<file path="src/rtl/rst_seq_pkg.sv">
`default_nettype none
// ============================================================================
// Module      : rst_seq_pkg
// Description : Shared types, default constants and the counter-width helper
//               for the power-up / reset sequencer.
// Revision    : 1.0 - initial release
// ============================================================================
package rst_seq_pkg;

  // Sequencer states. The encoding is visible on the state_o debug port.
  typedef enum logic [1:0] {
    ST_WAIT_LOCK  = 2'd0,
    ST_REL_PERIPH = 2'd1,
    ST_REL_CORE   = 2'd2,
    ST_RUN        = 2'd3
  } rst_seq_state_e;

  localparam int c_lock_stable_cycles_def  = 64;
  localparam int c_stage_delay_cycles_def  = 16;
  localparam int c_lock_timeout_cycles_def = 65536;

  // The shared cycle counter must hold values up to the larger of the
  // lock-filter length and the stage delay.
  function automatic int seq_cnt_width(input int lock_cycles, input int stage_cycles);
    int max_cycles;
    max_cycles = (lock_cycles > stage_cycles) ? lock_cycles : stage_cycles;
    return $clog2(max_cycles + 1);
  endfunction

endpackage
`default_nettype wire

</file>
<file path="src/rtl/sync_2ff.sv">
`default_nettype none
// ============================================================================
// Module      : sync_2ff
// Description : Single-bit two-flop synchroniser with synchronous,
//               active-high reset.
// Revision    : 1.0 - initial release
// ============================================================================
module sync_2ff (
  input  logic clk,
  input  logic rst,
  input  logic d_i,
  output logic q_o
);

  logic meta_q;
  logic sync_q;

  // Two back-to-back captures give the first flop a full cycle to settle.
  always_ff @(posedge clk) begin
    if (rst) begin
      meta_q <= 1'b0;
      sync_q <= 1'b0;
    end else begin
      meta_q <= d_i;
      sync_q <= meta_q;
    end
  end

  assign q_o = sync_q;

endmodule
`default_nettype wire

</file>
<file path="src/rtl/rst_sequencer.sv">
`default_nettype none
// ============================================================================
// Module      : rst_sequencer
// Description : Filters PLL lock and releases peripheral, core and
//               start-sequence resets in a staggered order. Re-sequences on
//               lock loss or a software reset request.
//               Optional lock-timeout flag enabled by the macro
//               RST_SEQ_LOCK_TIMEOUT_EN (lock_timeout tied to 0 otherwise).
// Revision    : 1.0 - initial release
// ============================================================================
module rst_sequencer
  import rst_seq_pkg::*;
#(
  parameter int LOCK_STABLE_CYCLES  = c_lock_stable_cycles_def,
  parameter int STAGE_DELAY_CYCLES  = c_stage_delay_cycles_def,
  parameter int LOCK_TIMEOUT_CYCLES = c_lock_timeout_cycles_def
) (
  input  logic       clk,
  input  logic       reset,
  input  logic       pll_locked,
  input  logic       sw_reset_req,
  output logic       periph_reset_n,
  output logic       core_reset_n,
  output logic       seq_reset_n,
  output logic       sys_ready,
  output logic       lock_lost,
  output logic       lock_timeout,
  output logic [1:0] state_o
);

  localparam int c_cnt_w = seq_cnt_width(LOCK_STABLE_CYCLES, STAGE_DELAY_CYCLES);
  localparam logic [c_cnt_w-1:0] c_lock_last  = c_cnt_w'(LOCK_STABLE_CYCLES - 1);
  localparam logic [c_cnt_w-1:0] c_stage_last = c_cnt_w'(STAGE_DELAY_CYCLES - 1);
  localparam logic [c_cnt_w-1:0] c_cnt_one    = c_cnt_w'(1);

  logic lock_s;

  rst_seq_state_e       state_q, state_d;
  logic [c_cnt_w-1:0]   cnt_q, cnt_d;
  logic                 lock_lost_q, lock_lost_d;
  logic                 periph_q, periph_d;
  logic                 core_q, core_d;
  logic                 seq_q, seq_d;
  logic                 ready_q, ready_d;

  // pll_locked is asynchronous to clk; only the synchronised copy is used.
  sync_2ff u_lock_sync (
    .clk (clk),
    .rst (reset),
    .d_i (pll_locked),
    .q_o (lock_s)
  );

  // State, counter and registered output flops.
  always_ff @(posedge clk) begin
    if (reset) begin
      state_q     <= ST_WAIT_LOCK;
      cnt_q       <= '0;
      lock_lost_q <= 1'b0;
      periph_q    <= 1'b0;
      core_q      <= 1'b0;
      seq_q       <= 1'b0;
      ready_q     <= 1'b0;
    end else begin
      state_q     <= state_d;
      cnt_q       <= cnt_d;
      lock_lost_q <= lock_lost_d;
      periph_q    <= periph_d;
      core_q      <= core_d;
      seq_q       <= seq_d;
      ready_q     <= ready_d;
    end
  end

  // Next-state logic: lock filter, stage timing and abort handling. Outputs
  // decode the next state so each release lands on the transition edge.
  always_comb begin
    state_d     = state_q;
    cnt_d       = cnt_q;
    lock_lost_d = lock_lost_q;

    case (state_q)
      ST_WAIT_LOCK: begin
        // Any low sample restarts the stability window.
        if (!lock_s) begin
          cnt_d = '0;
        end else if (cnt_q == c_lock_last) begin
          state_d = ST_REL_PERIPH;
          cnt_d   = '0;
        end else begin
          cnt_d = cnt_q + c_cnt_one;
        end
      end
      ST_REL_PERIPH, ST_REL_CORE, ST_RUN: begin
        // Lock loss outranks a software request, so a coincident pair is
        // recorded as lock loss.
        if (!lock_s) begin
          state_d     = ST_WAIT_LOCK;
          cnt_d       = '0;
          lock_lost_d = 1'b1;
        end else if (sw_reset_req) begin
          state_d = ST_WAIT_LOCK;
          cnt_d   = '0;
        end else if (state_q != ST_RUN) begin
          if (cnt_q == c_stage_last) begin
            state_d = (state_q == ST_REL_PERIPH) ? ST_REL_CORE : ST_RUN;
            cnt_d   = '0;
          end else begin
            cnt_d = cnt_q + c_cnt_one;
          end
        end
      end
    endcase

    periph_d = (state_d != ST_WAIT_LOCK);
    core_d   = (state_d == ST_REL_CORE) || (state_d == ST_RUN);
    seq_d    = (state_d == ST_RUN);
    ready_d  = (state_d == ST_RUN);
  end

`ifdef RST_SEQ_LOCK_TIMEOUT_EN
  localparam int c_to_w = $clog2(LOCK_TIMEOUT_CYCLES + 1);
  localparam logic [c_to_w-1:0] c_to_last = c_to_w'(LOCK_TIMEOUT_CYCLES - 1);
  localparam logic [c_to_w-1:0] c_to_max  = c_to_w'(LOCK_TIMEOUT_CYCLES);
  localparam logic [c_to_w-1:0] c_to_one  = c_to_w'(1);

  logic [c_to_w-1:0] to_cnt_q, to_cnt_d;
  logic              timeout_q, timeout_d;

  // Time spent waiting for lock; saturates so the flag cannot re-trigger.
  always_comb begin
    to_cnt_d  = to_cnt_q;
    timeout_d = timeout_q;
    if ((state_q == ST_WAIT_LOCK) && (state_d == ST_WAIT_LOCK)) begin
      if (to_cnt_q == c_to_last) begin
        timeout_d = 1'b1;
      end
      if (to_cnt_q != c_to_max) begin
        to_cnt_d = to_cnt_q + c_to_one;
      end
    end else begin
      to_cnt_d = '0;
    end
  end

  // Timeout counter and sticky flag.
  always_ff @(posedge clk) begin
    if (reset) begin
      to_cnt_q  <= '0;
      timeout_q <= 1'b0;
    end else begin
      to_cnt_q  <= to_cnt_d;
      timeout_q <= timeout_d;
    end
  end

  assign lock_timeout = timeout_q;
`else
  logic unused_timeout_cfg;
  assign unused_timeout_cfg = (LOCK_TIMEOUT_CYCLES != 0);
  assign lock_timeout       = 1'b0;
`endif

  assign periph_reset_n = periph_q;
  assign core_reset_n   = core_q;
  assign seq_reset_n    = seq_q;
  assign sys_ready      = ready_q;
  assign lock_lost      = lock_lost_q;
  assign state_o        = state_q;

endmodule
`default_nettype wire

</file>
<file path="config.mk">
export PLATFORM = sky130hd
export DESIGN_NAME = rst_sequencer
export DESIGN_NICKNAME = d
export VERILOG_FILES = /design/src/rtl/rst_seq_pkg.sv /design/src/rtl/sync_2ff.sv /design/src/rtl/rst_sequencer.sv
export SDC_FILE = /design/constraint.sdc
export NUM_CORES = 1
export LEC_CHECK = 0
export ABC_AREA = 0
export BUFFER_PORTS_ARGS = -buffer_cell sky130_fd_sc_hd__buf_2
export CORE_MARGIN = 5
export CORE_UTILIZATION = 57
export DETAILED_ROUTE_END_ITERATION = 12
export PLACE_DENSITY = 0.8
export SYNTH_ARGS = -nofsm -noshare
export SYNTH_HDL_FRONTEND = slang
export SYNTH_SLANG_ARGS = --single-unit
</file>
<file path="constraint.sdc">
create_clock -name clk -period 3 [get_ports clk]
set_clock_uncertainty 0.2 [all_clocks]
set_input_delay 0.15 -clock clk [delete_from_list [all_inputs] [get_ports clk]]
set_output_delay 0.15 -clock clk [all_outputs]
set_load 0.1 [all_outputs]
</file>
==> run summary, run 1 <==
WORST HOLD PATH
-----------------------------------------------------------------------------------------------------------------
Class of the most critical hold timing path ........................................................ input pin to flip-flop
Worst-case hold path end point ..................................................................... periph_reset_n
Hold path cells ....................................................................................            3
Hold Startpoint .................................................................................... sw_reset_req

POWER AND IR DROP
-----------------------------------------------------------------------------------------------------------------
Reported leakage power .............................................................................     0.383 nW
Share of power burned in combinational logic .......................................................         5.8%
P_sw ...............................................................................................      73.6 uW
Sequential share of power ..........................................................................        60.5%
Cell Int Power .....................................................................................       260 uW
P per Cell Area ....................................................................................   400 mW/mm2
Clock share of power ...............................................................................        33.7%
Sw frac ............................................................................................        22.1%
Maximum resistive drop on vdd ......................................................................     0.284 mV

FINISH
-----------------------------------------------------------------------------------------------------------------
Leading cell type in the layout, fill and taps excluded ............................................      dfxtp_1
Count of nets after finishing ......................................................................          102
Most used cells in the layout excluding fill and tap cells ......................................... dfxtp_1 (15), buf_2 (10), nor2_1 (9)
Inserted Diodes ....................................................................................            0
Area growth syn-to-layout ..........................................................................        9.72%
Number of standard cells in the final layout excluding fillers .....................................          111
Fraction of final layout cells with drive strength greater than 1 ..................................        18.8%

DRT
-----------------------------------------------------------------------------------------------------------------
Total number of vias ...............................................................................          619
DRC violations left ................................................................................            0
Number of routed nets with antenna violations ......................................................            0
Average vias per placed instance ...................................................................         5.58
Final routed wire length divided by cell count .....................................................      12.6 um
Total wirelength of the detailed-routed design .....................................................      1400 um
Iter 0 DRT Violations ..............................................................................           10
Number of iterations in the first detailed-routing pass ............................................            4

CRITICAL PATH
-----------------------------------------------------------------------------------------------------------------
Worst EP arrival ...................................................................................      1.86 ns
Worst path top cell family by delay ................................................................ simple AND/OR/NAND/NOR gates
Slowest cell on the critical path ..................................................................      dfxtp_1
Slack of the worst reg-to-reg path .................................................................      1.10 ns
Startpoint kind of the worst setup timing path .....................................................    flip-flop
Number of buffers and inverters on the critical path ...............................................            0
Type of the worst setup path ....................................................................... flip-flop to flip-flop
Cell chain of the critical path .................................................................... ha_1 > nand4b_4 > or3_4 > a211oi_2 > nor3_1
Reg2Reg Launch Point ...............................................................................     cnt_q[0]
Number of cells on the worst reg-to-reg path .......................................................            5
Reg-to-reg endpoint ................................................................................     cnt_q[1]
Max FO, Critical Path ..............................................................................            8
Endpoint class of the critical path ................................................................    flip-flop
Required time reported for the critical path endpoint ..............................................      2.97 ns
CP max stage delay .................................................................................      0.38 ns

SYNTH
-----------------------------------------------------------------------------------------------------------------
Syn nets ...........................................................................................           90
Parity-gate share of the synthesized area counting xor and xnor cells ..............................        4.61%
Main combinational cell family by area after synthesis ............................................. simple AND/OR/NAND/NOR gates
Syn Std Cell Area ..................................................................................      759 um2
Avg Cell Area, Syn .................................................................................     8.94 um2
Synth unique cells .................................................................................           34
Arithmetic-cell share of the synthesized area counting full adders, half adders and majority gates .        1.65%
Post-synthesis sequential area ratio ...............................................................        39.5%
Yosys synthesis warning count ......................................................................            0
FF+latch count, synth ..............................................................................           15
Proportion of synthesized area in mux cells ........................................................        1.32%
Fraction of the mapped netlist area in compound gates ..............................................        13.2%
Simple-gate share of the synthesized area ..........................................................        31.0%
Synthesized instance count .........................................................................           85

TIMING
-----------------------------------------------------------------------------------------------------------------
Hold_ws ............................................................................................    0.0440 ns
Setup repair after global routing missed its margin ................................................        false
Maximum clock frequency ............................................................................      527 MHz
Number of hold violations in the final report ......................................................            0
Total setup violations reported at the end of the flow .............................................            0
Max-slew violations ................................................................................            0
Post-route minimum period ..........................................................................      1.90 ns
Setup TNS Final ....................................................................................         0 ns
Part of the cycle the worst path needs .............................................................        63.3%

CLOCKING
-----------------------------------------------------------------------------------------------------------------
Clock buffer depth .................................................................................            2
Post-CTS sizing ....................................................................................            0
Number of sinks driven by the clock tree ...........................................................           15
Post-CTS setup repair buffer count .................................................................            0
Total CTS buffers ..................................................................................            3
TritonCTS clock tree ...............................................................................        built
Clock transition at path regs ......................................................................      0.08 ns
Number of hold buffers added after CTS .............................................................            3
Insertion delay of the later-clocked pin in the worst-skew pair ....................................      0.29 ns
CTS HTree Levels ...................................................................................            1
Root Buffer Master .................................................................................     clkbuf_4

PLACE
-----------------------------------------------------------------------------------------------------------------
Detailed placement HPWL ............................................................................      1030 um
Total of buffers placed on input and output ports ..................................................           10
Number of cells after detailed placement ...........................................................          104
Final weighted congestion in routability-driven placement ..........................................        0.854

DIE
-----------------------------------------------------------------------------------------------------------------
Starting utilization of the core area ..............................................................        59.1%
Ports placed on the boundary .......................................................................           12
Area enclosed by the die boundary ..................................................................  0.00216 mm2
Area of the core ...................................................................................  0.00128 mm2
Y dimension of the die .............................................................................      46.5 um
X dimension of the die .............................................................................      46.5 um
Standard-cell row count ............................................................................           13

JOB
-----------------------------------------------------------------------------------------------------------------
Number of max-cap violations .......................................................................            0

GLOBAL ROUTING
-----------------------------------------------------------------------------------------------------------------
Remaining global-route overflow ....................................................................            0
Global-route wire length before repair .............................................................      2240 um
Number of antenna violations at the first check in global routing ..................................            0
Vias in the first global route .....................................................................          512
Overall fraction of global-route tracks in use .....................................................        14.6%
Maximum number of pins on one net before global-route repair .......................................           12

RUN STATUS
-----------------------------------------------------------------------------------------------------------------
Run status ......................................................................................... finished clean

worst max-delay path by stage:
stage                          start  cells after the start         to  slack, ns
final                       cnt_q[0]                      5   cnt_q[1]       1.10
after global placement      cnt_q[0]                      5   cnt_q[4]       1.17
after detailed placement    cnt_q[0]                      5   cnt_q[3]       1.11
after CTS                   cnt_q[0]                      5   cnt_q[1]       1.09
after floorplan           state_o[1]                      5  sys_ready       0.78
after global routing        cnt_q[0]                      5   cnt_q[3]       0.96
per-stage QoR:
stage          instance area (um2)  util (%)  worst slack, ns  total power [mW]
5_1_grt                        833      64.8            0.964             0.350
4_1_cts                        833      64.8             1.09             0.340
2_1_floorplan                  759         -            0.777             0.221
3_5_place_dp                   777      60.5             1.11             0.223
6_report                       833      64.8             1.10             0.333
3_3_place_gp                   777      60.5             1.17             0.222
cells by family (layout without fill, tap and decap cells):
logic type / after synthesis / after routing
and+or+nand+nor: 40 / 40
DFF: 15 / 15
adders and majority gates: 1 / 1
AOI/OAI and AO/OA: 14 / 14
buffers and inverters: 9 / 20
xor gates and xnor gates: 4 / 4
muxes: 1 / 1
other: 1 / 1
worst min-delay path: cells and delay by family:
family / cells / cell delay (ns)
buffers and inverters: 1 / 0.12
AO/OA/AOI/OAI: 1 / 0.09
AND/OR/NAND/NOR: 1 / 0.12
cell type report:
type / count / area [um2]
flip-flops and latches: 15 / 300
repair buffers: 13 / 80.1
inverters: 3 / 11.3
multi-input cells: 61 / 397
well taps: 15 / 18.8
fillers: 121 / 452
clock buffers: 4 / 26.3
per-layer routing:
layer / GRT usage [%] / routed length, um / up-vias
met5: 0 / 0 / -
met4: 5.11 / 19 / 0
met3: 6.25 / 83 / 3
met2: 23.6 / 665 / 13
met1: 17.1 / 633 / 288
li1: - / - / 315
power by group through the flow:
stage	clock network [mW]	registers, mW	logic, mW
after global routing	0.127	0.202	0.0209
after CTS	0.119	0.202	0.0193
after detailed placement	0	0.206	0.0162
after global placement	0	0.206	0.0160
after floorplan	0	0.206	0.0145
final	0.112	0.202	0.0192
synthesized netlist by cell type:
cell	count	area [um2]
a211oi_2	1	12.5
a21oi_1	2	10.0
and2_1	1	6.26
and3_1	1	6.26
and3_2	1	7.51
and3b_1	1	8.76
buf_2	2	10.0
buf_4	2	15.0
buf_6	1	11.3
buf_8	1	15.0
conb_1	1	3.75
dfxtp_1	15	300
ha_1	1	12.5
inv_1	3	11.3
mux2i_1	1	10.0
nand2_1	5	18.8
nand2b_1	2	12.5
nand3_1	2	10.0
nand3b_1	1	7.51
nand4_1	2	12.5
nand4b_1	1	8.76
nand4b_4	1	23.8
nor2_1	9	33.8
nor2b_1	3	18.8
nor3_1	7	35.0
nor3b_1	1	7.51
nor4_1	1	6.26
o211a_1	1	10.0
o211ai_1	2	15.0
o21ai_0	6	30.0
o311a_1	1	10.0
o41a_2	1	12.5
or3_4	1	11.3
xor2_1	4	35.0
flip-flops by register name, summed over array words and instances (netlist names):
signal and count:
lock_lost 1, u_lock_sync.q_o 1, state_o 2, core_reset_n 1, u_lock_sync.meta_q 1, periph_reset_n 1
sys_ready 1, cnt_q 7
(Power assumes the default switching activity.)
==> run 2, diff against run 1 <==
ABC_AREA = 1   (was 0)
CORE_UTILIZATION = 47   (was 57)
PLACE_DENSITY = 0.71   (was 0.8)
clock period = 1.63 ns   (was 3 ns; I/O delays follow)
==> run 2 against run 1 <==
- first-iteration DRC count decreased by 20%
- flip-flop and latch count unchanged
- non-clock buffer count rose by 1
- core utilization is 6.5 points lower
- register-to-register slack lost 1.0 ns
- highest routed layer unchanged
==> run summary, run 2 <==
DIE
--------------------------------------------------------------------------------
Area enclosed by the die boundary .................................  0.00243 mm2
Starting utilization of the core area .............................        48.8%
Ports placed on the boundary ......................................           12
Area of the core ..................................................  0.00149 mm2
Y dimension of the die ............................................      49.3 um
X dimension of the die ............................................      49.3 um
Standard-cell row count ...........................................           14

SYNTH
--------------------------------------------------------------------------------
Cell taking the most area after synthesis .........................      dfxtp_1
Yosys synthesis warning count .....................................            0
Post-synthesis sequential area ratio ..............................        41.3%
Top flip-flop cell by instance count after synthesis ..............      dfxtp_1
FF+latch count, synth .............................................           15
Synth top area cells .............................................. dfxtp_1 (41%), inv_1 (7.7%), nor2_1 (7.7%)
Avg Cell Area, Syn ................................................     7.57 um2
Top-area cell type share of the netlist area ......................        41.3%
Synth unique cells ................................................           27
Synth top cells by count .......................................... dfxtp_1 (15), inv_1 (15), nor2_1 (15)
Post-synth ARST share .............................................           0%
Number of flops mapped to enable cells by yosys ...................            0
Syn nets ..........................................................          101
Synthesized instance count ........................................           96
Syn Std Cell Area .................................................      727 um2

PLACE
--------------------------------------------------------------------------------
Detailed placement HPWL ...........................................      1020 um
Instance area after placement .....................................      785 um2
Setup WS pre-CTS ..................................................    0.0166 ns
Number of cells after detailed placement ..........................          120
Final weighted congestion in routability-driven placement .........        0.783
Total of buffers placed on input and output ports .................           10

WORST HOLD PATH
--------------------------------------------------------------------------------
Class of the most critical hold timing path ....................... input pin to flip-flop

DRT
--------------------------------------------------------------------------------
Iter 0 DRT Violations .............................................            8
Number of routed nets with antenna violations .....................            0
Average vias per placed instance ..................................         4.98
Total number of vias ..............................................          633
DRC violations left ...............................................            0
Final routed wire length divided by cell count ....................      11.1 um
Number of iterations in the first detailed-routing pass ...........            3
Total wirelength of the detailed-routed design ....................      1410 um

FINISH
--------------------------------------------------------------------------------
Most used cells in the layout excluding fill and tap cells ........ inv_1 (15), nor2_1 (15), nand2_1 (14)
Fraction of final layout cells with drive strength greater than 1 .        30.6%
Area of all placed cells without fillers ..........................      868 um2
Number of flip-flops under the largest register name ..............            7
Area growth syn-to-layout .........................................        19.4%
Most flop-heavy register ..........................................        cnt_q
Inserted Diodes ...................................................            0
Count of nets after finishing .....................................          117
Number of standard cells in the final layout excluding fillers ....          127

GLOBAL ROUTING
--------------------------------------------------------------------------------
Remaining global-route overflow ...................................            0
Global-route wire length before repair ............................      2380 um
Overall fraction of global-route tracks in use ....................        12.4%
Vias in the first global route ....................................          569
Maximum number of pins on one net before global-route repair ......           13
Number of antenna violations at the first check in global routing .            0

CRITICAL PATH
--------------------------------------------------------------------------------
Endpoint class of the critical path ...............................    flip-flop
Type of the worst setup path ...................................... flip-flop to flip-flop
Startpoint kind of the worst setup timing path ....................    flip-flop
Worst EP arrival ..................................................      1.55 ns
Slack of the worst reg-to-reg path ................................      0.06 ns
Required time reported for the critical path endpoint .............      1.60 ns
Max FO, Critical Path .............................................            4

CLOCKING
--------------------------------------------------------------------------------
Clock transition at path regs .....................................      0.09 ns
Insertion delay of the later-clocked pin in the worst-skew pair ...      0.28 ns
Clock buffer depth ................................................            2
CTS HTree Levels ..................................................            1
Number of sinks driven by the clock tree ..........................           15
Post-CTS setup repair buffer count ................................            0
Root Buffer Master ................................................     clkbuf_4
Total CTS buffers .................................................            3
TritonCTS clock tree ..............................................        built

TIMING
--------------------------------------------------------------------------------
Maximum clock frequency ...........................................      635 MHz
Number of hold violations in the final report .....................            0
Total setup violations reported at the end of the flow ............            0
Setup slack after layout ..........................................    0.0560 ns
Part of the cycle the worst path needs ............................        96.6%
Max-slew violations ...............................................            0
Post-route minimum period .........................................      1.57 ns

JOB
--------------------------------------------------------------------------------
Number of max-cap violations ......................................            0

POWER AND IR DROP
--------------------------------------------------------------------------------
Reported leakage power ............................................     0.425 nW
P per Cell Area ...................................................   713 mW/mm2
Maximum resistive drop on vdd .....................................     0.558 mV

RUN STATUS
--------------------------------------------------------------------------------
Run status ........................................................ finished clean

-- run 2: cell types whose count changed after synthesis, moves of 2 or more --
cell / before / now
nand2_2: 0 / 3
nand2b_1: 2 / 0
a21oi_1: 2 / 4
nand3_2: 0 / 3
nor2b_1: 3 / 0
buf_2: 2 / 0
nor2_1: 9 / 15
nand2_1: 5 / 14
xor2_1: 4 / 2
o21ai_0: 6 / 2
inv_1: 3 / 15
nor3_1: 7 / 0
-- run 2: final cells by class --
cell class	instances	area [um2]
Clock buffer	4	26.3
Timing Repair Buffer	14	87.6
Multi-Input combinational cell	60	357
Fill cell	138	621
Tap cell	16	20.0
Inverter	18	68.8
Sequential cell	15	309
-- run 2: per-layer routing --
| metal | track usage (%) | wire length, um | vias up |
|---|---|---|---|
| li1 | - | - | 329 |
| met2 | 20.2 | 707 | 9 |
| met5 | 0 | 0 | - |
| met4 | 1.35 | 10 | 0 |
| met1 | 14.7 | 630 | 293 |
| met3 | 6.42 | 66 | 2 |
-- run 2: final timing paths --
path	cells past startpoint	from	to
worst max-delay path	8	cnt_q[0]	cnt_q[5]
worst min-delay path	6	sw_reset_req	cnt_q[2]
worst max register to register	8	cnt_q[0]	cnt_q[5]
worst min register to register	2	u_lock_sync.meta_q	u_lock_sync.q_o
-- run 2: per-stage QoR --
step	total power, mW	TNS, ns	hold slack [ns]	utilization (%)
detailed placement	0.410	0	0.0913	52.7
global placement	0.410	0	0.0846	52.7
finish	0.620	0	0.0404	58.3
global route	0.656	-0.121	0.0710	58.3
CTS	0.625	0	0.0230	56.5
floorplan	0.404	-0.00206	-0.0561	-
-- run 2: kinds of logic (layout without fill, tap and decap cells) --
family	Yosys count	in the layout	share of synthesized area (%)
compound gates	11	11	9.30
simple gates	44	44	30.3
fa+ha+maj	1	1	1.72
flops	15	15	41.3
mux	1	1	1.38
buf+inv	21	36	13.1
other cells	1	1	0.516
xor+xnor	2	2	2.41
-- run 2: power by group --
group	switching (mW)	internal (mW)
Sequential	0.00216	0.368
Combinational	0.0254	0.0129
Clock	0.116	0.0951
-- run 2: timing repair --
| action | 4_1_cts | 5_1_grt |
|---|---|---|
| endpoints found under the hold margin | 4 | 0 |
| resized for setup | 0 | 7 |
| endpoints found under the setup margin | 0 | 8 |
| hold buffers | 3 | 0 |
-- run 2: critical path, stage by stage (launching register included) --
cell,delay [ns]
dfxtp_2,0.36
ha_2,0.22
nand2_1,0.10
nor2_4,0.13
nand4_4,0.11
nand2_2,0.11
nand3_2,0.09
nand2_4,0.10
nor3_2,0.04
